[src/rtl/regfile_pkg.sv]
// rtl/regfile_pkg.sv - shared widths and requester encoding for the writeback arbiter
package regfile_pkg;

    localparam int XLEN       = 32;
    localparam int REG_ADDR_W = 5;
    localparam int NUM_REGS   = 32;

    typedef enum logic {
        REQ_ALU = 1'b0,
        REQ_LSU = 1'b1
    } req_t;

endpackage

[src/rtl/rr_arbiter.sv]
// rtl/rr_arbiter.sv - two-way round-robin grant with pointer updated on contention only
module rr_arbiter
    import regfile_pkg::*;
(
    input  logic clk,
    input  logic rst_n,
    input  logic req_alu,
    input  logic req_lsu,
    output logic grant_alu,
    output logic grant_lsu
);

    req_t prio;

    always_comb begin
        grant_alu = rst_n && req_alu && (!req_lsu || prio == REQ_ALU);
        grant_lsu = rst_n && req_lsu && (!req_alu || prio == REQ_LSU);
    end

    // Pointer names the requester that wins the next contended cycle.
    always_ff @(posedge clk) begin
        if (!rst_n) begin
            prio <= REQ_ALU;
        end else if (req_alu && req_lsu) begin
            prio <= (prio == REQ_ALU) ? REQ_LSU : REQ_ALU;
        end
    end

endmodule

[src/rtl/regfile_wb_arbiter.sv]
// rtl/regfile_wb_arbiter.sv - ALU/LSU writeback arbiter with register-busy scoreboard
module regfile_wb_arbiter
    import regfile_pkg::*;
(
    input  logic                  clk,
    input  logic                  rst_n,
    input  logic                  alu_valid,
    input  logic [REG_ADDR_W-1:0] alu_rd,
    input  logic [XLEN-1:0]       alu_data,
    output logic                  alu_ready,
    input  logic                  lsu_valid,
    input  logic [REG_ADDR_W-1:0] lsu_rd,
    input  logic [XLEN-1:0]       lsu_data,
    output logic                  lsu_ready,
    input  logic                  issue_valid,
    input  logic [REG_ADDR_W-1:0] issue_rd,
    input  logic [REG_ADDR_W-1:0] issue_rs1,
    input  logic [REG_ADDR_W-1:0] issue_rs2,
    output logic                  issue_stall,
    output logic                  rf_input_enable,
    output logic [REG_ADDR_W-1:0] rf_input_select,
    output logic [XLEN-1:0]       rf_input_value,
    output logic [NUM_REGS-1:0]   busy
);

    logic                  grant_alu;
    logic                  grant_lsu;
    logic                  accept;
    logic [REG_ADDR_W-1:0] wb_rd;
    logic [XLEN-1:0]       wb_data;
    logic                  wr_en_q;
    logic                  issue_fire;
    logic [NUM_REGS-1:0]   busy_next;

    rr_arbiter u_rr_arbiter (
        .clk       (clk),
        .rst_n     (rst_n),
        .req_alu   (alu_valid),
        .req_lsu   (lsu_valid),
        .grant_alu (grant_alu),
        .grant_lsu (grant_lsu)
    );

    assign alu_ready = grant_alu;
    assign lsu_ready = grant_lsu;
    assign accept    = grant_alu || grant_lsu;
    assign wb_rd     = grant_alu ? alu_rd   : lsu_rd;
    assign wb_data   = grant_alu ? alu_data : lsu_data;

    // A write staged just before reset asserts must not reach the register file.
    assign rf_input_enable = wr_en_q && rst_n;

    always_ff @(posedge clk) begin
        if (!rst_n) begin
            wr_en_q         <= 1'b0;
            rf_input_select <= '0;
            rf_input_value  <= '0;
        end else begin
            wr_en_q <= accept && (wb_rd != '0);
            if (accept && (wb_rd != '0)) begin
                rf_input_select <= wb_rd;
                rf_input_value  <= wb_data;
            end
        end
    end

    assign issue_stall = !rst_n ||
                         (issue_valid && (busy[issue_rs1] || busy[issue_rs2] || busy[issue_rd]));
    assign issue_fire  = issue_valid && !issue_stall && (issue_rd != '0);

    // Set is applied after clear so a new producer overrides a completing write.
    always_comb begin
        busy_next = busy;
        if (wr_en_q) begin
            busy_next[rf_input_select] = 1'b0;
        end
        if (issue_fire) begin
            busy_next[issue_rd] = 1'b1;
        end
        busy_next[0] = 1'b0;
    end

    always_ff @(posedge clk) begin
        if (!rst_n) begin
            busy <= '0;
        end else begin
            busy <= busy_next;
        end
    end

endmodule

[config.mk]
export PLATFORM = sky130hd
export DESIGN_NAME = regfile_wb_arbiter
export DESIGN_NICKNAME = d
export VERILOG_FILES = /design/src/rtl/regfile_pkg.sv /design/src/rtl/rr_arbiter.sv /design/src/rtl/regfile_wb_arbiter.sv
export SDC_FILE = /design/constraint.sdc
export NUM_CORES = 1
export LEC_CHECK = 0
export CAP_MARGIN = 30
export CORE_UTILIZATION = 30
export DETAILED_ROUTE_END_ITERATION = 10
export HOLD_SLACK_MARGIN = 0.06
export PLACE_DENSITY = 0.59
export SYNTH_ARGS = -nofsm -noshare
export SYNTH_HDL_FRONTEND = slang
export SYNTH_SLANG_ARGS = --single-unit
export TNS_END_PERCENT = 5
[constraint.sdc]
create_clock -name clk -period 5.96 [get_ports clk]
set_clock_uncertainty 0.15 [all_clocks]
set_input_delay 1.49 -clock clk [delete_from_list [all_inputs] [get_ports clk]]
set_output_delay 1.49 -clock clk [all_outputs]
set_load 0.01 [all_outputs]
==> summary.md <==
| Metric | Value |
|---|---|
| Congestion Overflow GR | `0` |
| Initial antenna violation count | `0` |
| Routability cong. | `0.953` |
| Post-synthesis cell count | `around 440` |
| Post-route DRC | `0` |
| Crit-path max FO | `17` |
| CTS sink count | `70` |
| Post-synth top flop | `dfxtp_1` |
| Pins over their slew limit | `0` |
| Reg2reg end | `busy[29]` |
| Bufs and invs on worst path | `3` |
| Req. time, crit path | `between 4 and 5 ns` |
| Max-cap violations | `0` |
| Postcts setup bufs | `0` |
| Final Hold Viols | `0` |
| Slew Limit Headroom | `roughly three fifths` |
| Antenna diodes | `0` |
| R2r setup slk | `3.27 ns` |
| Power density cells | `213 nW/um2` |
| Detailed Route WL | `~14000 um` |
| Max clock buf depth | `2` |
| CP endpoint kind | `output pin` |
| CP Launch Type | `input pin` |
| EDFF count, synth | `0` |
| Critical Path, Cell by Cell | `clkdlybuf4s50_1 > buf_12 > mux2_2 > a22oi_1 > o22ai_1 > nor4_1 > or4b_4 > a21bo_2 > dlymetal6s2s_1` |
| Die Ht | `120 um` |
| FFs w/ async S/R, synth | `0%` |
| Die area | `14300 um2` |
| # rows | `42` |
| Hold Crit Start | `rf_input_value[10]` |
| Hold Slack | `0.343 ns` |
| Sequential share of the synthesized area | `about 34%` |
| Largest net degree at the start of global routing | `42` |
| HP Class | `flip-flop to flip-flop` |
| Slowest cell on the critical path | `clkdlybuf4s50_1` |
| Die span in x | `120 um` |
| Largest stage delay, worst path | `0.53 ns` |
| Hold Crit Endpoint | `rf_input_value[10]` |
| Hold Crit Depth | `1` |
| TritonCTS clock tree | `built` |
| Skew-Pair Late Insertion Delay | `0.33 ns` |
| Layout cells sized above 1 | `9.40%` |
| Final setup viols | `0` |
| Initial Utilization | `31.1%` |
| Area growth, synth to finish | `50.7%` |
| R2R cell count | `7` |
| P_leak | `between 2 and 3 nW` |
| Worst setup path class | `input pin to output pin` |
| Seq cells post-synth | `70` |
| Vias in the first global route | `4139` |
| CTS clk-pin slew, worst paths | `~0.05 ns` |
| Ports | `between 150 and 200` |
| Post-placement worst setup slack | `0.0193 ns` |
| Worst Max-Slew Pin Slew | `0.604 ns` |
| Root buffer cell | `clkbuf_16` |
| Synth warn | `0` |
| Cts bufs inserted | `9` |
| Final worst-path cycle share | `93.6%` |
| Max Clk Rate | `179 MHz` |
| # H-tree levels | `3` |
| Port Buf Inserts | `165` |
| Detailed Place HPWL | `10600 um` |
| Unrepaired setup endpoints after global routing | `no` |
| Crit path DAT | `3.94 ns` |
| Cell family with most CP delay | `buffers and inverters` |
| Synth Net Count | `530` |
| Layout net count | `676` |
| Post-synthesis cell area | `4150 um2` |
| Routed Antenna Nets | `0` |
| Maximum vdd drop | `143 uV` |
| Vias after detailed routing | `between 4000 and 5000` |
| Mapped Avg Cell Area | `~9.5 um2` |
| Worst R2R Start | `busy[30]` |
| Tot GR Track Use | `19.6%` |
| DRT Pass-1 Iters | `4` |
| Drt initial violations | `316` |
| First-pass GRT wire length | `between 20000 and 25000 um` |
| Fillers | `about 1300` |
| Final TNS setup | `0 ns` |
| Status | `finished, final reports clean` |
| Fin worst setup slack | `0.381 ns` |
| Vias/cell | `5.51` |
| Average wire per standard cell | `approximately 19 um` |
| Minimum clock period | `about 5.6 ns` |
| Yosys cell types | `between 50 and 60` |
| Core box area | `13300 um2` |
through the flow:
stage          total power (W)  utilization (%)  instance area [um2]  instances
2_1_floorplan         0.000681                -                 4150        436
3_3_place_gp          0.000841             44.7                 5960        747
3_5_place_dp          0.000844             44.7                 5960        747
4_1_cts                0.00135             46.7                 6240        761
5_1_grt                0.00139             46.8                 6250        761
6_report               0.00133             46.8                 6250        761
report_power, final:
part	total, W	switching [W]	internal, W
logic	0.000312	0.000142	0.000169
registers	0.000522	0.0000237	0.000498
clock network	0.000500	0.000189	0.000310
total	0.00133	0.000355	0.000978
state kept, by name, summed over array words and instances (netlist names):
name and cells:
rf_input_value 32, rf_input_select 5, wr_en_q 1, busy 31, u_rr_arbiter.prio 1
cells in the final DEF, fill, tap and decap left out, types with 7 or more instances in the layout:
cell type / instances
buf_4: 15
o41ai_1: 13
o31ai_1: 16
nand2_1: 52
clkbuf_16: 9
nor2_1: 9
o211ai_1: 29
clkdlybuf4s50_1: 159
o211a_1: 35
mux2i_1: 53
mux4_2: 12
or4_1: 7
nand3_1: 13
nor2b_1: 11
dfxtp_1: 70
cell families after synthesis:
family	Yosys count	share of synthesized area, %
simple gates	126	15.9
buf+inv	50	5.19
mux	70	20.7
compound gates	118	24.2
flops	70	33.8
other cells	1	0.0904
xor+xnor	1	0.211
worst max path at each step:
stage                 start          end  slack [ns]  depth (start not counted)
6_report        issue_rd[1]  issue_stall        0.38                          9
3_3_place_gp   issue_rs2[1]  issue_stall        0.05                          8
2_1_floorplan  issue_rs2[2]  issue_stall        0.70                          9
5_1_grt         issue_rd[1]  issue_stall        0.23                          9
4_1_cts        issue_rs1[0]  issue_stall        0.01                          8
3_5_place_dp   issue_rs1[0]  issue_stall        0.02                          8
layer usage:
metal	GRT usage, %	vias to the layer above	share of wire, %
met3	6.89	17	12
li1	-	1976	-
met5	0	-	0
met1	24.6	1974	42
met2	30.9	228	44
met4	7.34	0	1.8
cells in the mapped netlist (all sizes together), types with 2 or more instances:
| cell type | n | area share, % |
|---|---|---|
| a21oi | 3 | 0.36 |
| a22oi | 3 | 0.54 |
| a32oi | 2 | 0.42 |
| and2 | 4 | 0.60 |
| buf | 12 | 1.7 |
| clkbuf | 34 | 3.1 |
| dfxtp | 70 | 34 |
| inv | 4 | 0.36 |
| mux2 | 5 | 1.4 |
| mux2i | 53 | 13 |
| mux4 | 12 | 6.5 |
| nand2 | 52 | 4.7 |
| nand2b | 4 | 0.60 |
| nand3 | 13 | 1.6 |
| nand3b | 5 | 0.91 |
| nand4 | 4 | 0.60 |
| nand4b | 3 | 0.63 |
| nor2 | 9 | 0.81 |
| nor2b | 11 | 1.7 |
| nor3b | 2 | 0.36 |
| nor4 | 2 | 0.30 |
| o211a | 35 | 8.4 |
| o211ai | 29 | 5.2 |
| o21ai | 3 | 0.36 |
| o22ai | 3 | 0.45 |
| o31ai | 16 | 2.9 |
| o32a | 2 | 0.48 |
| o41ai | 15 | 3.5 |
| or3 | 2 | 0.30 |
| or4 | 7 | 1.3 |
timing repair:
item                       CTS  global route
gates resized for setup      0             7
setup endpoints to repair    0             1
hold buffers                 0             0
worst reg2reg max path, stage by stage (launching register included):
cell	delay [ns]
dfxtp_1	0.38
mux4_2	0.50
mux2i_1	0.15
o22ai_1	0.11
nor4_1	0.15
or4b_4	0.49
buf_4	0.25
o41ai_1	0.40
layout make-up:
cell class / count / area, um2 / share of cell area [%]
Tap cell: 176 / 220 / 3.52
Sequential cell: 70 / 1400 / 22.4
Clock buffer: 13 / 270 / 4.32
Multi-Input combinational cell: 316 / 2550 / 40.8
Clock inverter: 1 / 5.00 / 0.0800
Timing Repair Buffer: 181 / 1790 / 28.7
Inverter: 4 / 15.0 / 0.240
(Power assumes the default switching activity.)
